`src/rtl/mem_arbiter.sv`:
```
// mem_arbiter: grants the single-port unified RAM to either the instruction
// fetch or the data requester, one access at a time, with data priority and
// a starvation limit that eventually forces an instruction grant.
module mem_arbiter #(
    parameter int unsigned ADDR_W     = 32,
    parameter int unsigned DATA_W     = 32,
    parameter int unsigned STARVE_MAX = 4
) (
    input  logic              CLK,
    input  logic              RST,
    // instruction requester
    input  logic              iREN,
    input  logic [ADDR_W-1:0] iaddr,
    output logic [DATA_W-1:0] iload,
    output logic              ihit,
    // data requester
    input  logic              dREN,
    input  logic              dWEN,
    input  logic [ADDR_W-1:0] daddr,
    input  logic [DATA_W-1:0] dstore,
    output logic [DATA_W-1:0] dload,
    output logic              dhit,
    // RAM side
    output logic              ram_ren,
    output logic              ram_wen,
    output logic [ADDR_W-1:0] ram_addr,
    output logic [DATA_W-1:0] ram_store,
    input  logic [DATA_W-1:0] ram_load,
    input  logic              ram_ready
);

    localparam int unsigned CNT_W = 4;
    localparam logic [CNT_W-1:0] CNT_MAX = CNT_W'(STARVE_MAX);

    typedef enum logic [1:0] {
        IDLE   = 2'd0,
        IGRANT = 2'd1,
        DGRANT = 2'd2
    } state_e;

    state_e           state_q, state_d;
    logic [CNT_W-1:0] starve_cnt_q, starve_cnt_d;
    logic             dreq;
    logic             starve_hit;

    assign dreq       = dREN | dWEN;
    assign starve_hit = iREN && (starve_cnt_q == CNT_MAX);

    // Next-state and starvation-counter logic; a dropped request aborts the grant.
    always_comb begin
        state_d      = state_q;
        starve_cnt_d = starve_cnt_q;
        case (state_q)
            IDLE: begin
                if (dreq && !starve_hit) begin
                    state_d = DGRANT;
                    if (!iREN) begin
                        starve_cnt_d = '0;
                    end else if (starve_cnt_q >= CNT_MAX) begin
                        starve_cnt_d = CNT_MAX;
                    end else begin
                        starve_cnt_d = starve_cnt_q + CNT_W'(1);
                    end
                end else if (iREN) begin
                    state_d      = IGRANT;
                    starve_cnt_d = '0;
                end
            end
            IGRANT: begin
                if (!iREN || ram_ready) state_d = IDLE;
            end
            DGRANT: begin
                if (!dreq || ram_ready) state_d = IDLE;
            end
            default: state_d = IDLE;
        endcase
    end

    // RAM strobes and hit pulses follow the live request of the granted side.
    always_comb begin
        ram_ren   = 1'b0;
        ram_wen   = 1'b0;
        ram_addr  = '0;
        ram_store = '0;
        ihit      = 1'b0;
        iload     = '0;
        dhit      = 1'b0;
        dload     = '0;
        case (state_q)
            IGRANT: begin
                if (iREN) begin
                    ram_ren  = 1'b1;
                    ram_addr = iaddr;
                    if (ram_ready && !RST) begin
                        ihit  = 1'b1;
                        iload = ram_load;
                    end
                end
            end
            DGRANT: begin
                if (dreq) begin
                    ram_addr = daddr;
                    if (dWEN) begin
                        ram_wen   = 1'b1;
                        ram_store = dstore;
                    end else begin
                        ram_ren = 1'b1;
                    end
                    if (ram_ready && !RST) begin
                        dhit = 1'b1;
                        if (!dWEN) dload = ram_load;
                    end
                end
            end
            default: ;
        endcase
    end

    // State and counter registers with synchronous reset.
    always_ff @(posedge CLK) begin
        if (RST) begin
            state_q      <= IDLE;
            starve_cnt_q <= '0;
        end else begin
            state_q      <= state_d;
            starve_cnt_q <= starve_cnt_d;
        end
    end

endmodule

```
`config.mk`:
```
export PLATFORM = sky130hd
export DESIGN_NAME = mem_arbiter
export DESIGN_NICKNAME = d
export VERILOG_FILES = /design/src/rtl/mem_arbiter.sv
export SDC_FILE = /design/constraint.sdc
export NUM_CORES = 1
export LEC_CHECK = 0
export BUFFER_PORTS_ARGS = -buffer_cell sky130_fd_sc_hd__buf_2
export CELL_PAD_IN_SITES_DETAIL_PLACEMENT = 1
export CELL_PAD_IN_SITES_GLOBAL_PLACEMENT = 1
export CORE_ASPECT_RATIO = 0.5
export CORE_MARGIN = 4
export CORE_UTILIZATION = 17
export DETAILED_ROUTE_END_ITERATION = 7
export GPL_ROUTABILITY_DRIVEN = 1
export GPL_TIMING_DRIVEN = 0
export PLACE_DENSITY = 0.92
export REMOVE_ABC_BUFFERS = 1
export SLEW_MARGIN = 10
export SYNTH_ARGS = -nofsm -noshare
export SYNTH_HDL_FRONTEND = slang
export SYNTH_SLANG_ARGS = --single-unit
```
`constraint.sdc`:
```
create_clock -name CLK -period 2 [get_ports CLK]
set_input_delay 0.2 -clock CLK [delete_from_list [all_inputs] [get_ports CLK]]
set_output_delay 0.2 -clock CLK [all_outputs]
set_load 0.005 [all_outputs]
```
==> out/results.md <==
Clock tree
- 1 — H-tree depth reported by CTS
- 2 — number of buffers on the longest clock path
- 6 — clk sink count
- 0 — number of buffers inserted by hold repair at cts
- sky130_fd_sc_hd__clkbuf_16 — clock root buffer master
- 0.23 ns — source-to-sink clock delay at the later pin of the worst-skew pair
- 3 — TritonCTS Buffers
- yes — CTS tree
- 0.03 ns — clock slew at reported path FFs

Yosys
- 0% — Async SR Flop Fraction
- sky130_fd_sc_hd__and2_1, sky130_fd_sc_hd__a22oi_1, sky130_fd_sc_hd__and3_1, sky130_fd_sc_hd__nor2b_1, sky130_fd_sc_hd__clkbuf_1 — top cells by instance count after synthesis
- 6.61 um2 — syn avg cell area
- 7.63% — register area share after synthesis
- 26.2% — proportion of netlist area held by the largest area contributor
- 0 — number of warnings issued by yosys
- 0 — number of synthesized flops with an enable pin
- sky130_fd_sc_hd__dfxtp_1 — commonest register cell after synthesis
- 6 — count of state elements after synthesis
- 1570 um2 — cell area after technology mapping
- sky130_fd_sc_hd__and2_1, sky130_fd_sc_hd__a22oi_1, sky130_fd_sc_hd__and3_1 — most area-consuming cells after synthesis
- sky130_fd_sc_hd__and2_1 — Yosys top cell by area
- sky130_fd_sc_hd__and2_1 — most numerous cell in the Yosys netlist
- 30 — distinct cell type count after synthesis
- 238 — post-synthesis cell count

STA
- 95.5% — period utilisation layout
- 0.547 ns — Worst Tran Pin Value
- 63.5% — worst slew margin relative to its limit
- 524 MHz — achievable clock frequency
- 0.00214 ns — worst-case clock skew
- false — setup repair after global routing missed its margin
- 1.91 ns — final critical delay including setup and external delays
- 0 — Hold Vio Cnt, Final
- 0.0907 ns — crit path setup slack, layout
- 0 ns — Final TNS setup
- 0.234 ns — Worst Hold Margin
- 0 — total of endpoints with negative setup slack in the final report
- 0 — Pins Over Slew Limit

Power
- 0.986 mW — Tot Pwr
- 195 uV — worst voltage drop across the vdd grid
- 1.97 nW — leak pwr
- 305 nW/um2 — power per cell area

Setup path
- flip-flop — Worst Setup Start Kind
- state_q[0] — start point of the critical path
- inv_2 -> ha_4 -> nand3b_1 -> buf_4 -> nor2_4 -> buf_12 -> and2_1 -> buf_2 — worst path cell trace
- flip-flop to output pin — CP Class
- 0.34 ns — Worst path max stage delay
- output pin — CP Capture Type
- 1.71 ns — Data arrival, critical path
- 1.80 ns — required time of the critical path
- 0.22 ns — setup slack of the worst register-to-register path
- 16 — Max Fanout on Critical Path
- sky130_fd_sc_hd__dfxtp_1 — Slowest-stage cell, CP
- state_q[1] — reg-to-reg endpoint
- state_q[0] — reg-to-reg startpoint
- 8 — cell depth of the worst flop-to-flop path

Place
- 597 — Placed Cells incl. Taps
- -1.08 ns — worst setup timing slack at the placement stage
- 265 — number of port buffers
- 9.41 mm — dpl hpwl
- 2950 um2 — placed instance area
- 0.859 — routability-driven placement congestion ratio

Hold path
- RST — hold_sp
- 2 — Hold Path Cell Cnt
- starve_cnt_q[2] — destination of the worst hold path
- input pin to flip-flop — worst hold path class

Finish
- 3230 um2 — final non-filler cell area
- 637 — number of nets in the layout
- 617 — Non-Filler Instances
- 36.5% — post-layout utilization of the core
- 105% — area grow syn2layout
- 60.1% — fraction of layout cells with a size suffix above 1

Floorplan
- 8860 um2 — core region area
- 144 um — Die Width
- 24 — row count
- 76.0 um — height of the die
- 266 — io pins
- 11000 um2 — area enclosed by the die boundary
- 17.8% — Initial Utilization

Drt
- 112 — first-iteration detailed-routing DRC count
- 4 — First-pass DRT Iterations
- 2768 — count of vias placed by the detailed router
- 0 — Antenna Nets Post-Route
- 0 — number of remaining DRC errors
- 4.49 — post-detailed-route via-to-cell ratio
- 11.9 mm — drt total wl
- 19.3 um — average detailed-routed wire length per instance

GRT
- 17.0 mm — wire length of the first global-routing pass
- 4 — number of antenna violations at the first check in global routing
- 0 — remaining global-route overflow
- 41 — largest net degree at the start of global routing
- 2843 — vias in the first global route
- 19.9% — combined global-route utilization of all metal layers

Job
- 0 — max-cap violation count

Outcome
- complete, no violations — result of the run

[cell usage in the layout, fill, tap and decap left out, types with 4 or more instances in the layout]
cell type	Yosys	final
sky130_fd_sc_hd__a21oi_1	6	6
sky130_fd_sc_hd__a22oi_1	32	29
sky130_fd_sc_hd__and2_1	66	65
sky130_fd_sc_hd__and3_1	32	32
sky130_fd_sc_hd__buf_2	7	265
sky130_fd_sc_hd__buf_4	1	6
sky130_fd_sc_hd__dfxtp_1	6	5
sky130_fd_sc_hd__diode_2	0	4
sky130_fd_sc_hd__nand2_1	4	4
sky130_fd_sc_hd__nor2_1	6	4
sky130_fd_sc_hd__nor2_4	0	4
sky130_fd_sc_hd__nor2b_1	32	32
sky130_fd_sc_hd__o21ai_0	5	5
[cell type report]
class	count	area [um2]
clock buffers	3	75.1
diodes	4	10.0
fillers	1198	5630
well taps	117	146
flip-flops and latches	6	121
repair buffers	275	1420
inverters	5	18.8
multi-input cells	207	1440
[cells by family after synthesis]
kind of cell	count (synthesis)	synth area share [%]
compound gates	47	20.8
fa+ha+maj	5	3.97
buf+inv	28	7.71
flops	6	7.63
simple gates	152	59.9
[state kept, by name (all words and copies together) (netlist names)]
register	cells
starve_cnt_q	4
state_q	2
[where the power goes]
group	switching, mW	internal, mW
Sequential	0.00782	0.127
Combinational	0.258	0.266
Clock	0.0702	0.257
[layer usage]
metal | global-route usage (%) | vias to the layer above | share of wire [%]
li1 | - | 1344 | -
met1 | 21.7 | 1331 | 38
met2 | 39.7 | 69 | 56
met3 | 1.38 | 24 | 3.1
met4 | 7.24 | 0 | 3.1
met5 | 0 | - | 0
[worst max-delay path, delay by kind of cell, from the launching register on]
kind	cells	cell delay [ns]
adder cells (fa/ha/maj)	1	0.20
buffers and inverters	4	0.59
flip-flops	1	0.34
AND/OR/NAND/NOR	3	0.35
[worst max path at each step]
stage,endpoint,depth (start not counted)
floorplan,dload[0],5
global placement,dload[18],6
detailed placement,ram_addr[8],6
CTS,iload[23],6
global route,ram_addr[2],5
finish,dload[1],8
[timing repair]
| action | in CTS | in global routing |
|---|---|---|
| pin swaps | 4 | 1 |
| setup endpoints to repair | 122 | 58 |
| cloned | 3 | 0 |
| buffers inserted | 6 | 4 |
| resized for setup | 11 | 8 |
Note: power is estimated with default switching activity, not from simulation.
